$ cat src/rtl/cpu_fetch_unit.sv
// cpu_fetch_unit: sequential instruction fetch into a prefetch FIFO.
// Optional debug register enabled by defining FETCH_DEBUG_EN.
module cpu_fetch_unit #(
    parameter int                 DATA_W     = 16,
    parameter int                 ADDR_W     = 16,
    parameter int                 FIFO_DEPTH = 4,
    parameter logic [ADDR_W-1:0]  RESET_PC   = '0
) (
    input  logic              wire_clock,
    input  logic              wire_reset_n,
    output logic [ADDR_W-1:0] bus_RAM_ADDRESS,
    input  logic [DATA_W-1:0] bus_RAM_DATA_OUT,
    output logic              wire_RW,
    output logic [DATA_W-1:0] bus_RAM_DATA_IN,
    input  logic              wire_redirect,
    input  logic [ADDR_W-1:0] bus_redirect_pc,
    output logic              wire_instr_valid,
    output logic [DATA_W-1:0] bus_instr,
    output logic [ADDR_W-1:0] bus_instr_pc,
    input  logic              wire_instr_ready,
    output logic [DATA_W-1:0] data_debug
);

    localparam int PTR_W = $clog2(FIFO_DEPTH);
    localparam int CNT_W = PTR_W + 1;

    typedef enum logic [1:0] {
        S_ISSUE,
        S_WAIT,
        S_CAPTURE
    } state_t;

    state_t            state;
    state_t            state_next;
    logic [ADDR_W-1:0] pc;
    logic [PTR_W-1:0]  wr_ptr;
    logic [PTR_W-1:0]  rd_ptr;
    logic [CNT_W-1:0]  count;
    logic [DATA_W-1:0] fifo_data [FIFO_DEPTH];
    logic [ADDR_W-1:0] fifo_pc   [FIFO_DEPTH];
    logic              room;
    logic              issue;
    logic              push;
    logic              pop;

    assign wire_RW          = 1'b0;
    assign bus_RAM_DATA_IN  = '0;
    assign room             = count < CNT_W'(FIFO_DEPTH);
    assign wire_instr_valid = count != '0;
    assign bus_instr        = fifo_data[rd_ptr];
    assign bus_instr_pc     = fifo_pc[rd_ptr];
    assign pop = wire_instr_valid && wire_instr_ready && !wire_redirect;

    // Next-state and fetch strobes; redirect cancels any issue or push.
    always_comb begin
        state_next = state;
        issue      = 1'b0;
        push       = 1'b0;
        case (state)
            S_ISSUE: begin
                if (room) begin
                    issue      = 1'b1;
                    state_next = S_WAIT;
                end
            end
            S_WAIT: begin
                state_next = S_CAPTURE;
            end
            S_CAPTURE: begin
                push       = 1'b1;
                state_next = S_ISSUE;
            end
            default: begin
                state_next = S_ISSUE;
            end
        endcase
        if (wire_redirect) begin
            issue      = 1'b0;
            push       = 1'b0;
            state_next = S_ISSUE;
        end
    end

    // FSM state register.
    always_ff @(posedge wire_clock or negedge wire_reset_n) begin
        if (!wire_reset_n) begin
            state <= S_ISSUE;
        end else begin
            state <= state_next;
        end
    end

    // Program counter and registered RAM address.
    always_ff @(posedge wire_clock or negedge wire_reset_n) begin
        if (!wire_reset_n) begin
            pc              <= RESET_PC;
            bus_RAM_ADDRESS <= RESET_PC;
        end else if (wire_redirect) begin
            pc <= bus_redirect_pc;
        end else begin
            if (issue) begin
                bus_RAM_ADDRESS <= pc;
            end
            if (push) begin
                pc <= pc + ADDR_W'(1);
            end
        end
    end

    // FIFO pointers and occupancy; redirect empties the buffer.
    always_ff @(posedge wire_clock or negedge wire_reset_n) begin
        if (!wire_reset_n) begin
            wr_ptr <= '0;
            rd_ptr <= '0;
            count  <= '0;
        end else if (wire_redirect) begin
            wr_ptr <= '0;
            rd_ptr <= '0;
            count  <= '0;
        end else begin
            if (push) begin
                wr_ptr <= wr_ptr + PTR_W'(1);
            end
            if (pop) begin
                rd_ptr <= rd_ptr + PTR_W'(1);
            end
            case ({push, pop})
                2'b10:   count <= count + CNT_W'(1);
                2'b01:   count <= count - CNT_W'(1);
                default: count <= count;
            endcase
        end
    end

    // FIFO storage: captured word and the address it came from.
    always_ff @(posedge wire_clock or negedge wire_reset_n) begin
        if (!wire_reset_n) begin
            for (int i = 0; i < FIFO_DEPTH; i++) begin
                fifo_data[i] <= '0;
                fifo_pc[i]   <= '0;
            end
        end else if (push) begin
            fifo_data[wr_ptr] <= bus_RAM_DATA_OUT;
            fifo_pc[wr_ptr]   <= pc;
        end
    end

`ifdef FETCH_DEBUG_EN
    // Last word pushed; survives redirect, cleared only by reset.
    always_ff @(posedge wire_clock or negedge wire_reset_n) begin
        if (!wire_reset_n) begin
            data_debug <= '0;
        end else if (push) begin
            data_debug <= bus_RAM_DATA_OUT;
        end
    end
`else
    assign data_debug = '0;
`endif

endmodule

$ cat config.mk
export PLATFORM = sky130hd
export DESIGN_NAME = cpu_fetch_unit
export DESIGN_NICKNAME = d
export VERILOG_FILES = /design/src/rtl/cpu_fetch_unit.sv
export SDC_FILE = /design/constraint.sdc
export NUM_CORES = 1
export LEC_CHECK = 0
export ABC_CLOCK_PERIOD_IN_PS = 3600
export CORE_MARGIN = 2
export CORE_UTILIZATION = 45
export CTS_CLUSTER_SIZE = 14
export DETAILED_ROUTE_END_ITERATION = 6
export PLACE_DENSITY = 0.68
export SETUP_SLACK_MARGIN = 0.3
export SLEW_MARGIN = 20
export SYNTH_ARGS = -nofsm -noshare
export SYNTH_HDL_FRONTEND = slang
export SYNTH_SLANG_ARGS = --single-unit
$ cat constraint.sdc
create_clock -name wire_clock -period 3.6 [get_ports wire_clock]
set_input_delay 0.9 -clock wire_clock [delete_from_list [all_inputs] [get_ports wire_clock]]
set_output_delay 0.9 -clock wire_clock [all_outputs]
set_load 0.05 [all_outputs]
# --- Word level (Yosys, flattened, before mapping) ---
# Index checks and enable logic that the tools add are counted.
op_classes:
  addsub: 5
  order_cmp: 4
  eq_ne: 5
  n_mux: 26
  n_bitwise: 3
  n_reduce_logical: 10
op_table:
  columns: ["cell", "n"]
  rows:
  - ["$bwmux 64", 2]
  - ["$mux 16", 7]
  - ["$bmux 16 s2", 2]
  - ["$demux 16 s2", 1]
  - ["$add 16x1->16 const B", 1]
  - ["$mux 2", 6]
  - ["$ge 3x3->1 const B", 2]
  - ["$not 2->3", 2]
  - ["$pmux 3 s2", 1]
  - ["$reduce_bool 3->1", 2]
  - ["$mux 1", 5]
  - ["$add 2x1->2 const B", 2]
  - ["$eq 2x1->1 const B", 2]
  - ["$eq 2x2->1 const B", 2]
  - ["$pmux 2 s2", 1]
  - ["$reduce_bool 2->1", 2]
  - ["$add 3x1->3 const B", 1]
  - ["$logic_and 1x1->1", 3]
  - ["$lt 3x1->1 const B", 1]
  - ["$lt 3x3->1 const B", 1]
  - ["$mux 3", 1]
  - ["$ne 3x3->1 const B", 1]
  - ["$sub 3x1->3 const B", 1]
  - ["$logic_not 2->1", 1]
  - ["other kinds (3)", 3]
totals:
  register_bits: 169
  in_bits: 36
  out_inout_bits: 82
  elab_cells: 67

# --- Logic depth before layout (Yosys ltp) ---
# Gate-level depths: netlist (run 1).
logic_depth:
  ltp_word: 6
  depth_mapped: 7
  ltp_nobuf: 6

# --- Worst setup path before layout (run 1) ---
# Ideal clock, no wire load.
synth_timing:
  path_kind: "input to register"
  from: "input port wire_redirect"
  to: "register count[2]"
  arrival_time_ns: 2.275
  required_ns: 3.465
  setup_slack_ns: 1.191
  path_stages: 7
  n_path_buf: 2
  cell_sequence: "buf_2 -> clkbuf_1 -> nor3_1 -> fa_1 -> nor3_1 -> o21ai_0 -> nor3b_1"
synth_via:
  elab_chain_cells: 5
synth_rtl:
  columns: ["item", "line_no", "source"]
  rows:
  - ["from (decl)", "15", "input logic wire_redirect,"]
  - ["$logic_not 1->1", "52", "assign pop = wire_instr_valid && wire_instr_ready && !wire_redirect;"]
  - ["$logic_and 1x1->1", "52", null]
  - ["$eq 2x1->1 or $eq 2x2->1 (tied branches)", "127", "case ({push, pop})"]
  - ["$pmux 3 s2", "127", null]
  - ["$mux 3", "116", "end else if (wire_redirect) begin"]
  - ["to (signal assigned)", "128", "2'b10: count <= count + CNT_W'(1);"]
  - ["to (signal assigned)", "129", "2'b01: count <= count - CNT_W'(1);"]
  - ["to (signal assigned)", "130", "default: count <= count;"]
  - ["to (decl)", "38", "logic [CNT_W-1:0] count;"]
# Several ways; a longest one is shown, not always the timed one.
# A chain may end at the register's enable or synchronous reset.

# --- Worst setup path in the final report (run 1) ---
layout_timing:
  from: "register rd_ptr[0]"
  to: "output port bus_instr_pc[1]"
layout_via:
  elab_chain_cells: 4
layout_rtl:
  columns: ["item", "line_no", "source"]
  rows:
  - ["from (decl)", "37", "logic [PTR_W-1:0] rd_ptr;"]
  - ["from (signal assigned)", "125", "rd_ptr <= rd_ptr + PTR_W'(1);"]
  - ["$not 2->3 (implied by the code)", "51", "assign bus_instr_pc = fifo_pc[rd_ptr];"]
  - ["$bmux 16 s2", "51", null]
  - ["$mux 16 (implied by the code) (2 in a row)", "51", null]
  - ["to (decl)", "19", "output logic [ADDR_W-1:0] bus_instr_pc,"]
# No other way between the ends. The select of a mux whose other input is x is not followed.

==> impl_results.md, run 1 <==
- Max-Cap Viols: 0
- Die width: 141.4 um
- Critical path class: flop to output port
- Resize count post-CTS: 28
- Die H: 141.4 um
- Most frequent cells in the layout: dfrtp_1 (168), mux2_4 (120), clkdlybuf4s50_1 (51), conb_1 (33), mux4_2 (32)
- Hold buffer count at CTS: 0
- Area delta synth->final: 16.43%
- Cts bufs inserted: 17
- Post-route DRC: 0
- Worst-path clk slew: 0.06 ns
- Port bufs: 84
- Met2 Usage GRT: 29.25%
- Clock sinks: 169
- Sum Neg Setup Slack: 0 ns
- Vias per cell: 5.224
- Largest net degree at the start of global routing: 79
- Worst IR Drop VDD: 0.0005237 V
- R2r setup slk: 1.35 ns
- Total setup buffers inserted after CTS: 0
- Class of the worst hold path: input port to asynchronous set/reset pin
- Fmax: 323.3 MHz
- Top cell family by delay on the critical path: buffers and inverters
- Diodes inserted: 0
- Total Power: 8.055 mW
- Main synth FF type: dfrtp_1
- Fin worst setup slack: 0.5069 ns
- Pre-CTS WS: 0.6511 ns
- Clk_skew: 0.007600 ns
- Comb power frac: 41.7%
- Synth Area in Compound Gates: 1.312%
- Largest family of logic cells by synthesized area: multiplexers
- Layout cells sized above 1: 37.88%
- Sequential fraction of the synthesis area: 49.81%
- Gr usage total: 18.19%
- GRT met1 Usage: 24.60%
- Tcrit/Tclk final: 85.92%
- DPL Wire Length: 11.27 mm
- Yosys cell types: 42
- Critical path endpoint category: output port
- Switching share of power: 38.54%
- Synth Area in Simple Gates: 4.701%
- Final Max Tran Viols: 0
- R2R depth: 5
- Worst Path Required: 2.70 ns
- Cells along the critical path: buf_4 > mux4_2 > dlygate4sd2_1
- Drt pass-1 iters: 4
- Core area: 18580 sq um
- Placed insts: 833
- Critical path arrival: 2.19 ns
- CTS tree: yes
- Async SR Flop Fraction: 100.0%
- Antenna violation net count after detailed routing: 0
- Synthesized area: 8491 sq um
- Min cycle time layout: 3.093 ns
- Final setup vio count: 0
- CP max stage delay: 0.58 ns
- Fin. Hold Viols: 0
- Startpoint Class: flop
- Clock buffer depth: 2
- Total wire length: 16.88 mm
- Most common cell after layout, fill and taps aside: dfrtp_1
- Slowest stage cell, crit path: mux4_2
- Row Count: 50
- Seq pwr share: 32.9%
- Clock share of power: 25.4%
- Initial antenna violation count: 0
- DIE AREA: 19980 sq um
- Synth Area in Adders: 0.9726%
- #FFs+latches synth: 169
- Total area of sequential cells: 4230 sq um
- Multiplexer share of the synthesized area: 33.13%
- Nets@finish: 660
- Synthesis Warnings: 0
- Met3 Use GR: 4.185%
- Final GP Congestion: 0.7465
- DR WL/cell: 19.51 um
- Cells after Synth: 537
- Initial Utilization: 45.70%
- Vias: 4519
- Worst slew pin tran: 0.7294 ns
- Depth of the CTS H-tree: 4
- Number of synthesized flops with an enable pin: 0
- Top Ports: 118
- Internal power: 4.951 mW
- CP Depth: 3
- Root Buffer: clkbuf_16
- Area of the multi-input gates: 3687 sq um
- Final non-filler cell total: 865
- Fillers: 1469
- Static Leak: 4.500 nW
- Relative slew margins: 51.37%
- CP bufs+invs: 2
- Initial DRC Count: 182
- GR Overflow Total: 0
- Status: complete, no violations
- Worst-Skew Late Latency: 0.43 ns
- Avg Inst Size Synth: 15.81 sq um
- Vias in the first global route: 4921
- Unrepaired setup endpoints after global routing: false
- Final core occ: 53.21%
- Max FO, Critical Path: 20
- Xor/xnor share of the synthesized area: 1.857%
- First-pass GRT wire length: 27.86 mm
- Power Dens Cells: 814.9 nW/um^2
- GRT busiest layer: met2
- Switching pwr: 3.105 mW
-- synthesized netlist by cell type (10+ instances only) --
cell	instances	area, sq um
buf_12	12	240.2
buf_2	10	50.05
buf_4	35	262.8
clkbuf_1	10	37.54
dfrtp_1	169	4229
mux2_2	22	247.7
mux2_4	120	1802
mux4_2	32	720.7
nand2_1	17	63.81
nor2_1	10	37.54
o21ai_0	11	55.05
xnor2_1	14	122.6
-- routing by layer --
metal | part of all wire, % | wire length [um] | up-vias
met5 | 0 | 0 | -
met4 | 1.4 | 231 | 0
met3 | 3.2 | 545 | 17
met2 | 50 | 8440 | 91
met1 | 45 | 7663 | 2401
li1 | - | - | 2010
-- kinds of logic after synthesis --
logic type,count (synthesis)
buf+inv,80
compound gates,20
flops,169
mux,178
fa+ha+maj,6
other cells,1
simple gates,65
xor+xnor,18
-- area by class of cell --
type | count | share of cell area, %
clock buffers | 17 | 4.303
clock inverters | 15 | 2.379
inverters | 6 | 0.2278
multi-input cells | 320 | 37.30
flip-flops and latches | 169 | 42.79
well taps | 234 | 2.962
repair buffers | 104 | 10.04
-- sequential cells by signal, summed over array words and instances (netlist names) --
| signal | count |
|---|---|
| fifo_pc | 64 |
| count | 3 |
| state | 2 |
| wr_ptr | 2 |
| pc | 16 |
| fifo_data | 64 |
| rd_ptr | 2 |
| bus_RAM_ADDRESS | 16 |
-- final timing paths --
check | startpoint | to
max in group asynchronous | wire_reset_n | fifo_pc[41]
worst min register to register | bus_RAM_ADDRESS[9] | bus_RAM_ADDRESS[9]
min in group wire_clock | bus_RAM_ADDRESS[9] | bus_RAM_ADDRESS[9]
worst max register to register | state[1] | fifo_data[38]
worst min-delay path | wire_reset_n | fifo_data[53]
worst max-delay path | rd_ptr[0] | bus_instr_pc[1]
-- power by group through the flow --
stage | Clock [mW] | Sequential (mW) | Combinational, mW
after floorplan | 0 | 2.86 | 2.36
after global placement | 0 | 2.66 | 3.51
after detailed placement | 0 | 2.68 | 3.56
after CTS | 2.08 | 2.66 | 3.41
after global routing | 2.17 | 2.71 | 3.54
final | 2.04 | 2.65 | 3.36
-- stage by stage --
stage / hold slack, ns / area (sq um)
floorplan: 0.4751 / 8611
global placement: 0.4764 / 9250
detailed placement: 0.4841 / 9250
CTS: 0.5056 / 9876
global route: 0.5118 / 9886
finish: 0.4796 / 9886
Power figures use the tool's default switching activity.
==> run 2, diff against run 1 <==
--- a/config.mk
+++ b/config.mk
@@ -10,7 +10,7 @@
 export CORE_UTILIZATION = 45
 export CTS_CLUSTER_SIZE = 14
 export DETAILED_ROUTE_END_ITERATION = 6
-export PLACE_DENSITY = 0.68
+export PLACE_DENSITY_LB_ADDON = 0.08
 export SETUP_SLACK_MARGIN = 0.3
 export SLEW_MARGIN = 20
 export SYNTH_ARGS = -nofsm -noshare
==> impl_results.md, run 2 (synthesis gave the netlist of run 1 again) <==
- Comb power frac: 43.9% (+2.2 points)
- Total area of sequential cells: 4230 sq um (unchanged)
- Critical path class: flop to output port
- GR Overflow Total: 0 (unchanged)
- Initial Utilization: 45.70% (unchanged)
- Largest net degree at the start of global routing: 77 (-2.5%)
- Post-route DRC: 0 (unchanged)
- Cells along the critical path: buf_12 > mux4_2 > buf_4
- Most frequent cells in the layout: dfrtp_1 (168), mux2_4 (120), clkdlybuf4s50_1 (51), conb_1 (33), mux4_2 (32)
- Internal power: 5.259 mW (+6.2%)
- CP max stage delay: 0.58 ns (about the same)
- Fin. Hold Viols: 0 (unchanged)
- Sum Neg Setup Slack: 0 ns (unchanged)
- Seq pwr share: 31.8% (-1.1 points)
- Post-route cell area: 9951 sq um (+0.66%)
- Diodes inserted: 0 (unchanged)
- Most common cell after layout, fill and taps aside: dfrtp_1
- Vias per cell: 5.142 (-1.6%)
- Clock sinks: 169 (unchanged)
- CTS tree: yes
- Area of the multi-input gates: 3687 sq um (unchanged)
- Die width: 141.4 um (unchanged)
- Relative slew margins: 50.16% (-1.2 points)
- Die H: 141.4 um (unchanged)
- Core area: 18580 sq um (unchanged)
- Cts bufs inserted: 17 (unchanged)
- Unrepaired setup endpoints after global routing: false
- Final core occ: 53.56% (+0.35 points)
- Hold Slack: 0.4706 ns (-0.008952 ns)
- R2r setup slk: 1.32 ns (-0.03 ns)
- Min cycle time layout: 2.944 ns (-0.1496 ns)
- Vias: 4407 (-2.5%)
- Port bufs: 84 (unchanged)
- Worst-Skew Late Latency: 0.43 ns (about the same)
- Initial antenna violation count: 0 (unchanged)
- Area delta synth->final: 17.20%
- Max-Cap Viols: 0 (unchanged)
- Worst IR Drop VDD: 0.0005466 V (+4.4%)
- Antenna violation net count after detailed routing: 0 (unchanged)
- Startpoint Class: flop
- Top Ports: 118 (unchanged)
- Static Leak: 4.433 nW (-1.5%)
- Clock share of power: 24.3% (-1.1 points)
- Fmax: 339.7 MHz (+5.1%)
- Final GP Congestion: 0.7847 (+5.1%)
- Max FO, Critical Path: 28 (+40%)
- Total setup buffers inserted after CTS: 0 (unchanged)
- Nets@finish: 652 (-1.2%)
- Clk_skew: 0.01043 ns (+0.002828 ns)
- Slowest stage cell, crit path: mux4_2
- Fin worst setup slack: 0.6565 ns (+0.1496 ns)
- DIE AREA: 19980 sq um (unchanged)
- Critical path arrival: 2.04 ns (-0.15 ns)
- Class of the worst hold path: input port to asynchronous set/reset pin
- Final Max Tran Viols: 0 (unchanged)
- Total wire length: 16.47 mm (-2.5%)
- First-pass GRT wire length: 27.26 mm (-2.2%)
- DPL Wire Length: 10.28 mm (-8.8%)
- Worst Path Required: 2.70 ns (about the same)
- Vias in the first global route: 4822 (-2.0%)
- Hold buffer count at CTS: 0 (unchanged)
- Clock buffer depth: 2 (unchanged)
- Pre-CTS WS: 0.7812 ns (+0.1300 ns)
- Tcrit/Tclk final: 81.77% (-4.2 points)
- Gr usage total: 17.65% (-0.55 points)
- Layout cells sized above 1: 41.89% (+4.0 points)
- Initial DRC Count: 217 (+19%)
- Regs by FF count: fifo_data (64), fifo_pc (64)
- Switching pwr: 3.116 mW (+0.37%)
- Worst slew pin tran: 0.7476 ns (+0.01816 ns)
- Final setup vio count: 0 (unchanged)
- Root Buffer: clkbuf_16
- Fillers: 1519 (+3.4%)
- Resize count post-CTS: 0 (-100%)
- Status: complete, no violations
- Power Dens Cells: 841.6 nW/um^2 (+3.3%)
- Drt pass-1 iters: 4 (unchanged)
- Critical path endpoint category: output port
- Row Count: 50 (unchanged)
- Worst-path clk slew: 0.07 ns (about the same)
- Placed Area: 9298 sq um (+0.51%)
- Depth of the CTS H-tree: 4 (unchanged)
- DR WL/cell: 19.21 um (-1.5%)
- Switching share of power: 37.21% (-1.3 points)
run 2: changes by cell type in the layout (fill, tap and decap cells not counted), sizes merged:
cell | previous run | this run
inv | 12 | 7
clkinv | 2 | 3
dlymetal6s2s | 4 | 0
dlygate4sd2 | 28 | 0
buf | 21 | 45
clkbuf | 17 | 21
run 2: per-stage QoR:
stage | total power, mW | cells
after floorplan | 5.221 | 569
after global placement | 6.361 | 825
after detailed placement | 6.405 | 825
after CTS | 8.476 | 857
after global routing | 8.731 | 857
final | 8.375 | 857
run 2: per-layer routing:
layer  up-vias  global-route usage (%)  share of wire [%]
li1       1983                       -                  -
met3        13                   4.387                4.1
met1      2301                   24.67                 48
met2       110                   27.52                 47
met4         0                   5.211               0.94
met5         -                       0                  0
run 2: power groups by stage:
stage | logic [mW] | clock network, mW | registers, mW
6_report | 3.68 | 2.04 | 2.66
3_5_place_dp | 3.72 | 0 | 2.69
5_1_grt | 3.84 | 2.17 | 2.73
4_1_cts | 3.73 | 2.08 | 2.67
2_1_floorplan | 2.36 | 0 | 2.86
3_3_place_gp | 3.69 | 0 | 2.67
run 2: path summary, 6_finish.rpt:
path	startpoint	depth (start not counted)	to
min in group wire_clock	bus_RAM_ADDRESS[9]	1	bus_RAM_ADDRESS[9]
max	rd_ptr[0]	3	bus_instr_pc[5]
min	wire_reset_n	1	fifo_data[39]
max reg2reg	state[1]	4	fifo_data[15]
max in group asynchronous	wire_reset_n	2	fifo_pc[41]
min reg2reg	bus_RAM_ADDRESS[9]	1	bus_RAM_ADDRESS[9]
run 2: layout make-up:
| type | count | share of cell area, % |
|---|---|---|
| flip-flops and latches | 169 | 42.51 |
| multi-input cells | 320 | 37.06 |
| repair buffers | 96 | 10.70 |
| clock buffers | 21 | 4.627 |
| well taps | 234 | 2.942 |
| clock inverters | 11 | 1.936 |
| inverters | 6 | 0.2263 |
run 2: critical path, delay by kind of cell, from the launching register on:
family	cells	cell delay, ns
multiplexers	1	0.58
buffers and inverters	2	0.52
flip-flops	1	0.51
